### src/rtl/clock_pkg.sv
`default_nettype none
// ============================================================================
//  Module      : clock_pkg
//  Description : Shared definitions for the clock core.
//                Contents: operation codes, the decoder state type, counter
//                limits and a wrap-around increment helper.
//  Revision    : 1.0 - initial release
// ============================================================================
package clock_pkg;

    // Held operation codes presented by the button encoder
    localparam logic [1:0] OP_NONE  = 2'b00;
    localparam logic [1:0] OP_SEC0  = 2'b01;
    localparam logic [1:0] OP_MADD  = 2'b10;
    localparam logic [1:0] OP_RESET = 2'b11;

    // Operation decoder states
    typedef enum logic [1:0] {
        ST_IDLE = 2'd0,
        ST_EXEC = 2'd1,
        ST_ACK  = 2'd2
    } state_t;

    // Counter limits (inclusive)
    localparam logic [5:0] SEC_MAX  = 6'd59;
    localparam logic [5:0] MIN_MAX  = 6'd59;
    localparam logic [4:0] HOUR_MAX = 5'd23;

    // Increment a 6-bit counter, wrapping to 0 after max
    function automatic logic [5:0] inc_wrap6(input logic [5:0] value,
                                             input logic [5:0] max);
        return (value == max) ? 6'd0 : value + 6'd1;
    endfunction

endpackage
`default_nettype wire

### src/rtl/clock_core_tick_divider.sv
`default_nettype none
// ============================================================================
//  Module      : tick_divider
//  Description : Divides the system clock down to a one-cycle tick pulse.
//                The count runs 0..TICK_DIV-1 and tick is high while the
//                count sits at TICK_DIV-1.
//  Ports       : clk   - system clock, rising edge
//                rst_n - asynchronous active-low reset
//                clear - synchronous restart of the count; masks tick
//                tick  - one-cycle pulse per TICK_DIV clocks
//  Revision    : 1.0 - initial release
// ============================================================================
module tick_divider #(
    parameter int TICK_DIV = 50_000_000
) (
    input  logic clk,
    input  logic rst_n,
    input  logic clear,
    output logic tick
);

    localparam int             CW   = $clog2(TICK_DIV);
    localparam logic [CW-1:0]  LAST = CW'(TICK_DIV - 1);

    logic [CW-1:0] count;
    logic          at_last;

    assign at_last = (count == LAST);
    // A clear in the same cycle throws the pending tick away
    assign tick    = at_last && !clear;

    always_ff @(posedge clk or negedge rst_n) begin
        if (!rst_n) begin
            count <= '0;
        end else if (clear || at_last) begin
            count <= '0;
        end else begin
            count <= count + CW'(1);
        end
    end

endmodule
`default_nettype wire

### src/rtl/clock_core.sv
`default_nettype none
// ============================================================================
//  Module      : clock_core
//  Description : Timekeeping core and operation decoder. Synchronizes the
//                held encoder op code, executes it once per press, drives
//                encoder_reset back to the encoder, and keeps the
//                sec/min(/hour) counters advanced by an internal 1 Hz tick.
//  Config      : CLOCK_CORE_HOUR_EN - when defined, a 0..23 hour counter
//                receives the minute carry; otherwise hour is tied to 0.
//  Ports       : clk           - system clock, rising edge
//                rst_n         - asynchronous active-low reset
//                operate[1:0]  - held op code (asynchronous to clk)
//                encoder_reset - registered request to clear operate
//                busy          - high while executing/acknowledging
//                sec[5:0]      - seconds 0..59
//                min[5:0]      - minutes 0..59
//                hour[4:0]     - hours 0..23 (0 without CLOCK_CORE_HOUR_EN)
//  Revision    : 1.0 - initial release
// ============================================================================
module clock_core
    import clock_pkg::*;
#(
    parameter int TICK_DIV = 50_000_000
) (
    input  logic       clk,
    input  logic       rst_n,
    input  logic [1:0] operate,
    output logic       encoder_reset,
    output logic       busy,
    output logic [5:0] sec,
    output logic [5:0] min,
    output logic [4:0] hour
);

    state_t     state;
    state_t     next_state;
    logic [1:0] op_meta;
    logic [1:0] op_s;
    logic [1:0] op_q;
    logic [1:0] op_r;
    logic       accept;
    logic       encoder_reset_next;
    logic       in_exec;
    logic       clear;
    logic       tick;
    logic       tick_pend;
    logic       advance;
    logic       sec_wrap;
    logic       min_wrap;

    // ------------------------------------------------------------------
    // Input synchronizer plus one stability stage
    // ------------------------------------------------------------------
    always_ff @(posedge clk or negedge rst_n) begin
        if (!rst_n) begin
            op_meta <= OP_NONE;
            op_s    <= OP_NONE;
            op_q    <= OP_NONE;
        end else begin
            op_meta <= operate;
            op_s    <= op_meta;
            op_q    <= op_s;
        end
    end

    // A code must be seen on two consecutive samples to count as a press
    assign accept = (op_s != OP_NONE) && (op_s == op_q);

    // ------------------------------------------------------------------
    // Decoder FSM: state register
    // ------------------------------------------------------------------
    always_ff @(posedge clk or negedge rst_n) begin
        if (!rst_n) begin
            state         <= ST_IDLE;
            op_r          <= OP_NONE;
            encoder_reset <= 1'b0;
        end else begin
            state         <= next_state;
            encoder_reset <= encoder_reset_next;
            if (state == ST_IDLE && accept) begin
                op_r <= op_s;
            end
        end
    end

    // Decoder FSM: next state. ACK ignores every nonzero code so a held
    // or changed code cannot execute a second time.
    always_comb begin
        next_state = state;
        case (state)
            ST_IDLE: if (accept)            next_state = ST_EXEC;
            ST_EXEC:                        next_state = ST_ACK;
            ST_ACK:  if (op_s == OP_NONE)   next_state = ST_IDLE;
            default:                        next_state = ST_IDLE;
        endcase
    end

    // Decoder FSM: outputs. encoder_reset is registered from next_state so
    // it rises on ACK entry and falls on the return to IDLE.
    always_comb begin
        busy               = (state != ST_IDLE);
        encoder_reset_next = (next_state == ST_ACK);
    end

    // ------------------------------------------------------------------
    // Tick generation
    // ------------------------------------------------------------------
    assign in_exec = (state == ST_EXEC);
    // Zeroing ops restart the divider and discard a coinciding tick
    assign clear   = in_exec && ((op_r == OP_SEC0) || (op_r == OP_RESET));

    tick_divider #(
        .TICK_DIV (TICK_DIV)
    ) u_tick_divider (
        .clk   (clk),
        .rst_n (rst_n),
        .clear (clear),
        .tick  (tick)
    );

    // A tick during a minute_add EXEC is replayed on the following cycle;
    // the divider has just wrapped, so no fresh tick can collide with it.
    always_ff @(posedge clk or negedge rst_n) begin
        if (!rst_n) begin
            tick_pend <= 1'b0;
        end else begin
            tick_pend <= in_exec && (op_r == OP_MADD) && tick;
        end
    end

    assign advance  = tick_pend || (tick && !in_exec);
    assign sec_wrap = (sec == SEC_MAX);
    assign min_wrap = (min == MIN_MAX);

    // ------------------------------------------------------------------
    // Seconds and minutes
    // ------------------------------------------------------------------
    always_ff @(posedge clk or negedge rst_n) begin
        if (!rst_n) begin
            sec <= 6'd0;
            min <= 6'd0;
        end else if (in_exec) begin
            case (op_r)
                OP_MADD:  min <= inc_wrap6(min, MIN_MAX);
                OP_SEC0:  sec <= 6'd0;
                OP_RESET: begin
                    sec <= 6'd0;
                    min <= 6'd0;
                end
                default: ;
            endcase
        end else if (advance) begin
            sec <= inc_wrap6(sec, SEC_MAX);
            if (sec_wrap) begin
                min <= inc_wrap6(min, MIN_MAX);
            end
        end
    end

    // ------------------------------------------------------------------
    // Hours (optional)
    // ------------------------------------------------------------------
`ifdef CLOCK_CORE_HOUR_EN
    logic [4:0] hour_cnt;

    always_ff @(posedge clk or negedge rst_n) begin
        if (!rst_n) begin
            hour_cnt <= 5'd0;
        end else if (in_exec) begin
            if (op_r == OP_RESET) begin
                hour_cnt <= 5'd0;
            end
        end else if (advance && sec_wrap && min_wrap) begin
            hour_cnt <= (hour_cnt == HOUR_MAX) ? 5'd0 : hour_cnt + 5'd1;
        end
    end

    assign hour = hour_cnt;
`else
    assign hour = 5'd0;
`endif

endmodule
`default_nettype wire

### config.mk
export PLATFORM = sky130hd
export DESIGN_NAME = clock_core
export DESIGN_NICKNAME = d
export VERILOG_FILES = /design/src/rtl/clock_pkg.sv /design/src/rtl/clock_core_tick_divider.sv /design/src/rtl/clock_core.sv
export SDC_FILE = /design/constraint.sdc
export NUM_CORES = 1
export LEC_CHECK = 0
export ABC_CLOCK_PERIOD_IN_PS = 3500
export BUFFER_PORTS_ARGS = -buffer_cell sky130_fd_sc_hd__buf_4
export CAP_MARGIN = 20
export CORE_ASPECT_RATIO = 1.4
export CORE_MARGIN = 10
export CORE_UTILIZATION = 59
export CTS_CLUSTER_SIZE = 8
export DETAILED_ROUTE_END_ITERATION = 10
export PLACE_DENSITY = 0.79
export REMOVE_ABC_BUFFERS = 1
export SETUP_SLACK_MARGIN = 0.3
export SKIP_LAST_GASP = 1
export SYNTH_ARGS = -nofsm -noshare
export SYNTH_HDL_FRONTEND = slang
export SYNTH_HIERARCHICAL = 1
export SYNTH_SLANG_ARGS = --single-unit
### constraint.sdc
create_clock -name clk -period 3.5 [get_ports clk]
set_input_delay 0.525 -clock clk [delete_from_list [all_inputs] [get_ports clk]]
set_output_delay 0.525 -clock clk [all_outputs]
set_load 0.01 [all_outputs]
* Word-level counts from Yosys, hierarchy flattened
Index checks and enable logic that the tools add are counted.
Widths: inputs -> output; s select.
** Storage, ports and cells
- Word-level logic and storage cells :: 59
- Register bits after elaboration :: 50
** Operators by class
- Equality and inequality tests :: 12
- Add/subtract/negate cells :: 3
- Reductions and logical operators :: 21
- Multiplexer cells :: 13
** Operators with widths (number)
- $mux 6 :: 8
- $add 26x1->26 const B :: 1
- $eq 26x26->1 const B :: 1
- $mux 26 :: 1
- $add 6x1->6 const B :: 2
- $eq 6x6->1 const B :: 2
- $pmux 6 s2 :: 1
- $eq 2x2->1 const B :: 4
- $reduce_bool 2->1 :: 4
- $logic_and 1x1->1 :: 7
- $pmux 2 s3 :: 1
- $eq 2x1->1 const B :: 2
- $logic_not 2->1 :: 2
- $mux 2 :: 2
- $logic_or 1x1->1 :: 3
- $ne 3x1->1 const B :: 1
- $reduce_and 3->1 :: 1
- $eq 2x2->1 :: 1
- $logic_not 1->1 :: 2
- $ne 2x2->1 const B :: 1
- $reduce_and 2->1 :: 1
- $reduce_or 2->1 :: 1

* Longest topological paths before layout
Gate-level depths: netlist of run 1.
- Word-level depth :: 9
- Gate-level depth with buffers :: 9
- Depth with buffers taken out :: 8

* Cells and area by module
The synthesis of run 1 kept the hierarchy.
** By module, submodules not included
- tick_divider :: cells an instance 157, instances 1, area an instance 1470.2 µm², seq. area each 650.6 µm²
- clock_core :: cells an instance 111, instances 1, area an instance 1166.1 µm², seq. area each 600.6 µm²

* Least setup slack after synthesis of run 1
Ideal clock, no wire load.
- Path type :: register to register
- From :: register u_tick_divider.count[1]
- To :: register sec[3]
- Stages on the path, launching flop included :: 10
- Arrival time :: 2.540 ns
- Setup time :: 0.076 ns
- Period minus slack after synthesis :: 2.617 ns
- Path slack :: 0.883 ns
- Path through :: dfrtp_1 > ha_1 > or4bb_1 > nor4_1 > and4_1 > or2_2 > mux2i_1 > buf_2 > or4_1 > o21ai_1
** On the way
- Word-level cells in the longest chain between the ends :: 6
** Ends and longest elaborated chain
- start: declaration :: RTL line clock_core_tick_divider.sv:25 : logic [CW-1:0] count;
- start signal: assignment :: RTL line clock_core_tick_divider.sv:38 : count <= count + CW'(1);
- $eq 26x26->1 :: RTL line clock_core_tick_divider.sv:28 : assign at_last = (count == LAST);
- $logic_and 1x1->1 :: RTL line clock_core_tick_divider.sv:30 : assign tick = at_last && !clear;
- via tick :: RTL line clock_core.sv:45 : logic tick;
- $logic_and 1x1->1 :: RTL line clock_core.sv:131 : assign advance = tick_pend || (tick && !in_exec);
- $logic_or 1x1->1 :: RTL line clock_core.sv:131
- $reduce_bool 2->1 (no line)
- $reduce_and 2->1 (no line)
- end signal: assignment :: RTL line clock_core.sv:153 : sec <= inc_wrap6(sec, SEC_MAX);
- end: declaration :: RTL line clock_core.sv:30 : output logic [5:0] sec,
The timed path passes the listed nets, and every way through them passes these cells.
A chain may end at the register's enable or synchronous reset.

* Worst setup path in the final report of run 1
- From :: register u_tick_divider.count[1]
- To :: register sec[5]
Same word-level chain as after synthesis.

==> qor.csv, run 1 <==
metric,value,unit
synth-seq-cells,50,
synth-simple-area-share,0.273,
syn_to_final_growth,8.50,%
setup_viol,0,
cts_setup_buffers,0,
drc_errors,0,
synth-xor-area-share,0.0399,
cts_buffer_depth,2,
fill_cells,387,
drtIter0Drc,112,
syn_area,2640,µm²
ys.flop_type,dfrtp_1,
grt_start_max_net_pins,51,
cp-start-kind,flip-flop,
ctsHoldBuffers,0,
required,3.72,ns
cts-buffers-inserted,5,
fin_tns_setup,0,ns
wl_per_cell,16.2,µm
hold_ws,0.221,ns
wirelength,5570,µm
finalCriticalPeriod,2.96,ns
synth_seq_area_share,0.475,
synthAdderAreaFrac,0.0190,
tritoncts,yes,
endpoint_kind,flip-flop,
multi_input_area,1290,µm²
cts_htree_levels,2,
hold_viol,0,
min_path_type,in -> async,
crit_path_max_fanout,11,
tightest_slew,0.719,ns
worstSetupPathType,reg -> reg,
r2r_cells,8,
syn_area_per_cell,9.84,µm²
p_seq_frac,0.555,
power.clock.fraction,0.226,
pin_count,23,
synthMuxAreaShare,0.0157,
netSwitchingFraction,0.333,
synthDistinctLibCells,52,
hpwlAfterDp,3990,µm
relSlewSlack,0.507,
grt_pass1_vias,2034,
max_cap_violations,0,
seq_area,1250,µm²
die_area,7580,µm²
row_count,28,
grt_pass1_wl,9430,µm
die_y,99.1,µm
skew,0.00833,ns
gr-total-overflow,0,
internal_power,0.919,mW
ys_async_sr_fraction,1.00,
layout.nets,292,
core-area,4270,µm²
rsz0062_at_grt,no,
vias_per_cell,6.15,
antenna_found_initial,0,
power_frac_comb,0.219,
start_util,0.617,
p_sw,0.460,mW
p_leak,1.18,nW
cts.clk_slew.worst_paths,0.09,ns
place_congestion,0.875,
drive_gt1_frac,0.144,
ir_drop,0.351,mV
max_freq,338,MHz
r2r-end,sec[5],
r2r_setup_slack,0.54,ns
ys_warn_count,6,
detail-route-antenna-nets,0,
cts_resized,0,
clk_latency,0.30,ns
die_w,76.5,µm
num_vias,2114,
drv_slew,0,
outcome,"finished, final reports clean",
cts_root_buf,clkbuf_8,
p_per_area,482,nW/µm²
period_share,0.846,
syn_inst,268,
diodes,0,
grt_usage,0.147,
synth_top_family_by_area,simple AND/OR/NAND/NOR gates,
synth_compound_area_frac,0.134,
synth-edff-count,0,
clock_sinks,50,
drt_first_pass_iters,4,
r2r-start,u_tick_divider/count[1],
cp.arrival,3.18,ns
numPortBuffers,17,
## per-stage QoR
step | utilization | total power [mW] | cell area, µm² | worst slack [ns] | instances
4_1_cts | 0.669 | 1.39 | 2860 | 0.524 | 344
5_1_grt | 0.669 | 1.48 | 2860 | 0.327 | 344
2_1_floorplan | - | 0.953 | 2580 | 0.865 | 260
6_report | 0.669 | 1.38 | 2860 | 0.540 | 344
3_3_place_gp | 0.650 | 1.07 | 2780 | 0.702 | 337
3_5_place_dp | 0.650 | 1.08 | 2780 | 0.550 | 337
## cell families (layout without fill, tap and decap cells)
| group | Yosys count | count (layout) |
|---|---|---|
| AO/OA/AOI/OAI | 54 | 54 |
| XOR/XNOR | 12 | 12 |
| adder cells (fa/ha/maj) | 4 | 4 |
| buffers and inverters | 22 | 34 |
| flip-flops | 50 | 50 |
| multiplexers | 4 | 4 |
| other | 1 | 5 |
| AND/OR/NAND/NOR | 121 | 121 |
## synthesized netlist by cell type (3+ instances only)
library cell,n,area share
o21ai_0,13,0.025
or2_2,5,0.012
nand2_1,16,0.023
or3_1,3,0.0071
nor4_1,3,0.0071
xor2_1,4,0.013
nand2b_1,4,0.0095
nand4_1,8,0.019
o31ai_1,8,0.023
mux2i_1,3,0.011
clkbuf_1,3,0.0043
nor3_1,5,0.0095
buf_4,7,0.020
nor2_1,19,0.027
and4_1,5,0.017
ha_1,4,0.019
inv_1,10,0.014
dfrtp_1,50,0.47
a21oi_1,19,0.036
nand3_1,22,0.042
or4_1,11,0.031
xnor2_1,8,0.027
## sequential cells by signal (all words and copies together), names as in the netlist
signal / cells
op_q: 2
min: 6
u_tick_divider/count: 26
op_r: 2
encoder_reset: 1
sec: 6
state: 2
op_meta: 2
op_s: 2
tick_pend: 1
## how the worst max path moves through the flow
stage,cells after the start,startpoint,to,slack (ns)
after global routing,8,u_tick_divider/count[1],sec[5],0.33
after CTS,8,u_tick_divider/count[0],sec[3],0.52
after floorplan,8,u_tick_divider/count[0],sec[3],0.87
after global placement,8,u_tick_divider/count[0],sec[5],0.70
final,8,u_tick_divider/count[1],sec[5],0.54
after detailed placement,8,u_tick_divider/count[0],sec[3],0.55
## metal layers
metal,vias up,GRT usage,wire length (µm)
li1,1017,-,-
met1,1042,0.161,2280
met2,45,0.264,2960
met3,10,0.0333,215
met4,0,0.0674,118
met5,-,0,0
## worst max-delay path, cell delays in order (launching register included)
cell	delay [ns]
dfrtp_1	0.49
ha_1	0.33
or4bb_1	0.50
nor4_1	0.27
and4_1	0.26
or2_2	0.17
mux2i_1	0.24
or4_1	0.53
o21ai_0	0.08
## cell type report
type | count | share of cell area
tap | 60 | 0.0262
clock buffer | 5 | 0.0241
clock inverter | 2 | 0.00350
multi-input combinational | 200 | 0.451
timing repair buffer | 17 | 0.0446
sequential | 50 | 0.438
inverter | 10 | 0.0131
## power by group through the flow
stage | clock network [mW] | logic, mW | registers [mW]
6_report | 0.312 | 0.302 | 0.765
5_1_grt | 0.349 | 0.347 | 0.780
4_1_cts | 0.325 | 0.306 | 0.761
3_5_place_dp | 0 | 0.304 | 0.773
3_3_place_gp | 0 | 0.300 | 0.766
2_1_floorplan | 0 | 0.194 | 0.760
## layout by cell type (no fill, tap or decap), types with 4 or more instances in the layout
cell type,n
a21oi_1,19
xor2_1,4
nand2b_1,4
xnor2_1,8
nand3_1,22
inv_1,10
nand2_1,16
nor2_1,19
o31ai_1,8
nor3_1,5
and4_1,5
o21ai_0,13
conb_1,5
or4_1,11
nand4_1,8
clkbuf_8,5
ha_1,4
buf_4,17
dfrtp_1,49
or2_2,5
Note: power is estimated with default switching activity, not from simulation.
==> run 2: changes to the inputs <==
- ABC_CLOCK_PERIOD_IN_PS: 3500 -> 3100
- clock period: 3.5 -> 3.1 ns (I/O delays scaled with it)
==> qor.csv, run 2 (synthesis gave the netlist of run 1 again) <==
metric,value,unit,change
die_y,99.1,µm,unchanged
period_share,0.841,,-0.00464
drv_slew,0,,unchanged
numPortBuffers,17,,unchanged
max_cap_violations,0,,unchanged
diodes,0,,unchanged
drc_errors,0,,unchanged
clock_sinks,50,,unchanged
mostFrequentLayoutCells,"dfrtp_1, nand3_1, nor2_1, a21oi_1, buf_4",,
drt_first_pass_iters,4,,unchanged
pin_count,23,,unchanged
r2r_setup_slack,0.49,ns,-0.05 ns
clk_latency,0.30,ns,about the same
r2r-start,u_tick_divider/count[1],,
cts_buffer_depth,2,,unchanged
outcome,"finished, final reports clean",,
row_count,28,,unchanged
fill_cells,368,,-4.9%
cp.arrival,2.85,ns,-0.33 ns
placed_cell_area,2800,µm²,+0.54%
hold_viol,0,,unchanged
grt_usage,0.145,,-0.00232
grt_start_max_net_pins,51,,unchanged
die_w,76.5,µm,unchanged
hold_ws,0.163,ns,-0.0581 ns
drtIter0Drc,67,,-40%
start_util,0.617,,unchanged
final_util,0.682,,+0.0132
place_congestion,0.870,,-0.64%
ir_drop,0.438,mV,+25%
fin_total_pwr,1.68,mW,+22%
layout.nets,294,,+0.68%
worstSetupPathType,reg -> reg,,
cts-buffers-inserted,5,,unchanged
r2r_cells,8,,unchanged
core-area,4270,µm²,unchanged
cts_htree_levels,2,,unchanged
top_regs,"u_tick_divider/count (26), min (6), sec (6)",,
crit_path_max_fanout,9,,-2
num_vias,2107,,-0.33%
layout_commonest_cell,dfrtp_1,,
largest_reg_flops,26,,unchanged
cp-start-kind,flip-flop,,
critical_path.startpoint,u_tick_divider/count[1],,
grt_pass1_wl,9370,µm,-0.58%
relSlewSlack,0.585,,+0.0776
tritoncts,yes,,
grt_pass1_vias,1992,,-2.1%
wl_per_cell,15.4,µm,-5.0%
cts.clk_slew.worst_paths,0.09,ns,about the same
detail-route-antenna-nets,0,,unchanged
final_cell_area,2920,µm²,+2.0%
antenna_found_initial,0,,unchanged
tightest_slew,0.621,ns,-0.0977 ns
gr-total-overflow,0,,unchanged
drive_gt1_frac,0.157,,+0.0124
vias_per_cell,6.07,,-1.2%
p_per_area,575,nW/µm²,+19%
finalCriticalPeriod,2.61,ns,-0.353 ns
fin_tns_setup,0,ns,unchanged
skew,0.00708,ns,-0.00125 ns
r2r-end,min[4],,
p_leak,1.19,nW,+1.1%
setup_viol,0,,unchanged
rsz0062_at_grt,no,,
min_path_type,in -> async,,
syn_to_final_growth,10.6,%,
die_area,7580,µm²,unchanged
endpoint_kind,flip-flop,,
required,3.34,ns,-0.38 ns
max_freq,383,MHz,+14%
cts_setup_buffers,0,,unchanged
cts_root_buf,clkbuf_8,,
regMostFlops,u_tick_divider/count,,
wirelength,5340,µm,-4.1%
hpwlAfterDp,3850,µm,-3.5%
run 2: cell types whose count changed in the layout (fill, tap and decap cells not counted), sizes merged:
| cell | before | now |
|---|---|---|
| buf | 17 | 19 |
| clkinv | 2 | 0 |
| bufinv | 0 | 1 |
| clkbuf | 5 | 6 |
| clkinvlp | 0 | 1 |
run 2: how the worst max path moves through the flow:
stage                         to  slack, ns  cells past startpoint
after floorplan           sec[3]       0.47                      8
after global placement    sec[5]       0.44                      8
after detailed placement  sec[5]       0.35                      8
after CTS                 sec[3]       0.34                      8
after global routing      min[4]       0.30                      8
final                     min[4]       0.49                      8
run 2: per-layer routing:
metal | part of all wire | routed length, µm | track usage
met1 | 0.41 | 2180 | 0.156
met2 | 0.53 | 2810 | 0.267
met3 | 0.048 | 259 | 0.0360
met4 | 0.017 | 89 | 0.0531
met5 | 0 | 0 | 0
run 2: layout make-up:
cell class	count	area, µm²	share of cell area
clock inverters	2	37.5	0.0129
multi-input cells	200	1300	0.445
flip-flops and latches	50	1250	0.429
repair buffers	19	143	0.0489
well taps	60	75.1	0.0257
clock buffers	6	72.6	0.0249
inverters	10	37.5	0.0129
run 2: worst max-delay path, stage by stage, from the launching register on:
cell and delay [ns]:
dfrtp_2 0.44, ha_1 0.18, or4bb_1 0.51, nor4_2 0.18, and4_1 0.24, or2_2 0.17
a41oi_4 0.19, or4b_1 0.54, nand3_1 0.09
run 2: per-stage QoR:
stage	instances	setup slack [ns]
final	347	0.492
after global routing	347	0.300
after CTS	347	0.336
after detailed placement	339	0.352
after global placement	339	0.436
after floorplan	260	0.465
run 2: timing repair:
action | CTS | global route
gates resized for setup | 0 | 3
setup endpoints to repair | 0 | 6
hold buffers | 0 | 0
run 2: where the power goes:
part | total [mW] | leakage, nW | internal (mW) | switching [mW]
combinational | 0.377 | 0.479 | 0.163 | 0.214
clock | 0.451 | 0.0514 | 0.241 | 0.210
sequential | 0.849 | 0.664 | 0.738 | 0.111
total | 1.68 | 1.19 | 1.14 | 0.535
==> run 3: changes to the inputs <==
- ABC_AREA: default -> 1
- ABC_CLOCK_PERIOD_IN_PS: 3100 -> 2400
- CORE_UTILIZATION: 59 -> 60
- PLACE_DENSITY: 0.79 -> 0.8
- clock period: 3.1 -> 2.4 ns (I/O delays scaled with it)
==> qor.csv, run 3 <==
metric,value,unit,change
core-area,4540,µm²,+6.1%
wirelength,5520,µm,+3.3%
die_y,101,µm,+1.9%
finalCriticalPeriod,1.89,ns,-0.719 ns
die_area,7850,µm²,+3.6%
cp-start-kind,flip-flop,,
hpwlAfterDp,4210,µm,+9.2%
drtIter0Drc,79,,+18%
endpoint_kind,flip-flop,,
synth-seq-cells,50,,unchanged
grt_start_max_net_pins,51,,unchanged
cts_root_buf,clkbuf_8,,
synthDistinctLibCells,26,,-50%
gr-total-overflow,0,,unchanged
crit_path_max_fanout,8,,-1
skew,0.00611,ns,-0.000968 ns
ys.flop_type,dfrtp_1,,
synth_area_leaders,"dfrtp_1, nand2_1, nor2_1, inv_1, nand3_1",,
setup_viol,0,,unchanged
antenna_found_initial,0,,unchanged
diodes,0,,unchanged
worstSetupPathType,reg -> reg,,
wl_per_cell,12.2,µm,-21%
min_path_type,in -> async,,
pin_count,23,,unchanged
fin_total_pwr,2.00,mW,+20%
dp.cells,446,,+32%
ys_async_sr_fraction,1.00,,unchanged
fill_cells,407,,+11%
start_util,0.619,,+0.00223
cts_buffer_depth,2,,unchanged
layoutNonFillerInstCount,454,,+31%
tightest_slew,0.608,ns,-0.0134 ns
yosysMostFrequentCell,nand2_1,,
p_leak,1.48,nW,+24%
p_per_area,656,nW/µm²,+14%
cts_htree_levels,2,,unchanged
place_congestion,0.846,,-2.7%
synth_top_area_cell,dfrtp_1,,
outcome,"finished, final reports clean",,
max_freq,530,MHz,+38%
cp.arrival,2.07,ns,-0.78 ns
r2r_cells,12,,+4
grt_pass1_wl,9800,µm,+4.6%
drv_slew,0,,unchanged
max_cap_violations,0,,unchanged
cts_setup_buffers,0,,unchanged
syn_area,2810,µm²,+6.5%
die_w,77.8,µm,+1.7%
grt_usage,0.149,,+0.00460
final_cell_area,3060,µm²,+4.8%
post-synth-top-area-fraction,0.446,,-0.0290
rsz0062_at_grt,no,,
drc_errors,0,,unchanged
largest_reg_flops,26,,unchanged
drt_first_pass_iters,4,,unchanged
numPortBuffers,17,,unchanged
synth_commonest_cells,"nand2_1, nor2_1, dfrtp_1, inv_1, nand3_1",,
tritoncts,yes,,
detail-route-antenna-nets,0,,unchanged
ys_warn_count,6,,unchanged
vias_per_cell,5.09,,-16%
drive_gt1_frac,0.133,,-0.0241
cts-buffers-inserted,5,,unchanged
synth_seq_area_share,0.446,,-0.0290
grt_pass1_vias,2231,,+12%
cts.clk_slew.worst_paths,0.09,ns,about the same
dpl_worst_slack,0.485,ns,+0.132 ns
ir_drop,0.660,mV,+51%
clock_sinks,50,,unchanged
placed_cell_area,2960,µm²,+6.0%
multi_input_area,1350,µm²,+3.8%
num_vias,2309,,+9.6%
relSlewSlack,0.595,,+0.0102
syn_to_final_growth,8.87,%,
synth-edff-count,0,,unchanged
cts_resized,0,,unchanged
seq_area,1250,µm²,about the same
clk_latency,0.30,ns,about the same
fin_tns_setup,0,ns,unchanged
worst_slack,0.512,ns,+0.0195 ns
top_regs,"u_tick_divider/count (26), min (6), sec (6)",,
ctsHoldBuffers,0,,unchanged
regMostFlops,u_tick_divider/count,,
hold_viol,0,,unchanged
row_count,29,,+3.6%
layout.nets,399,,+36%
layout_commonest_cell,nand2_1,,
syn_area_per_cell,7.57,µm²,-23%
syn_inst,371,,+38%
required,2.58,ns,-0.76 ns
period_share,0.787,,-0.0544
mostFrequentLayoutCells,"nand2_1, nor2_1, dfrtp_1",,
[run 3: worst max-delay path: stages, from the launching register on]
cell	delay, ns
dfrtp_1	0.44
ha_1	0.19
nand3_2	0.11
nor2_2	0.18
nand3_2	0.13
nor2_1	0.10
inv_1	0.05
nand2_1	0.15
nand2_4	0.08
nand2_4	0.10
nand2_4	0.09
nand2_1	0.07
o21ai_1	0.08
[run 3: area by class of cell]
class / instances / share of cell area
Timing Repair Buffer: 17 / 0.0418
Inverter: 43 / 0.0528
Clock buffer: 7 / 0.0282
Tap cell: 62 / 0.0254
Multi-Input combinational cell: 274 / 0.441
Sequential cell: 50 / 0.409
Clock inverter: 1 / 0.00164
[run 3: stage by stage]
stage	utilization	hold slack, ns
after floorplan	-	0.0644
after global placement	0.653	0.332
after detailed placement	0.653	0.336
after CTS	0.673	0.0887
after global routing	0.674	0.102
final	0.674	0.0604
[run 3: path summary, 6_finish.rpt]
kind | start | end | slack (ns)
setup / recovery | u_tick_divider/count[0] | min[2] | 0.51
hold / removal | rst_n | sec[2] | 0.06
setup reg to reg | u_tick_divider/count[0] | min[2] | 0.51
hold reg to reg | op_meta[1] | op_s[1] | 0.35
max in group asynchronous | rst_n | u_tick_divider/count[5] | 1.92
min in group clk | operate[1] | op_meta[1] | 0.16
[run 3: report_power, final]
group / leakage (nW) / switching (mW) / internal [mW]
Combinational: 0.768 / 0.252 / 0.177
Clock: 0.0482 / 0.267 / 0.233
Sequential: 0.664 / 0.126 / 0.949
Total: 1.48 / 0.645 / 1.36
[run 3: cell families after synthesis]
group | count (synthesis) | share of synthesized area
AND/OR/NAND/NOR | 230 | 0.363
XOR/XNOR | 20 | 0.0624
AO/OA/AOI/OAI | 15 | 0.0290
flip-flops | 50 | 0.446
buffers and inverters | 51 | 0.0807
adder cells (fa/ha/maj) | 4 | 0.0178
other | 1 | 0.00134
[run 3: metal layers]
layer | GRT usage | up-vias | share of wire
met4 | 0.0535 | 0 | 0.018
met5 | 0 | - | 0
met1 | 0.158 | 1090 | 0.39
met3 | 0.0384 | 10 | 0.044
met2 | 0.276 | 35 | 0.54
li1 | - | 1174 | -
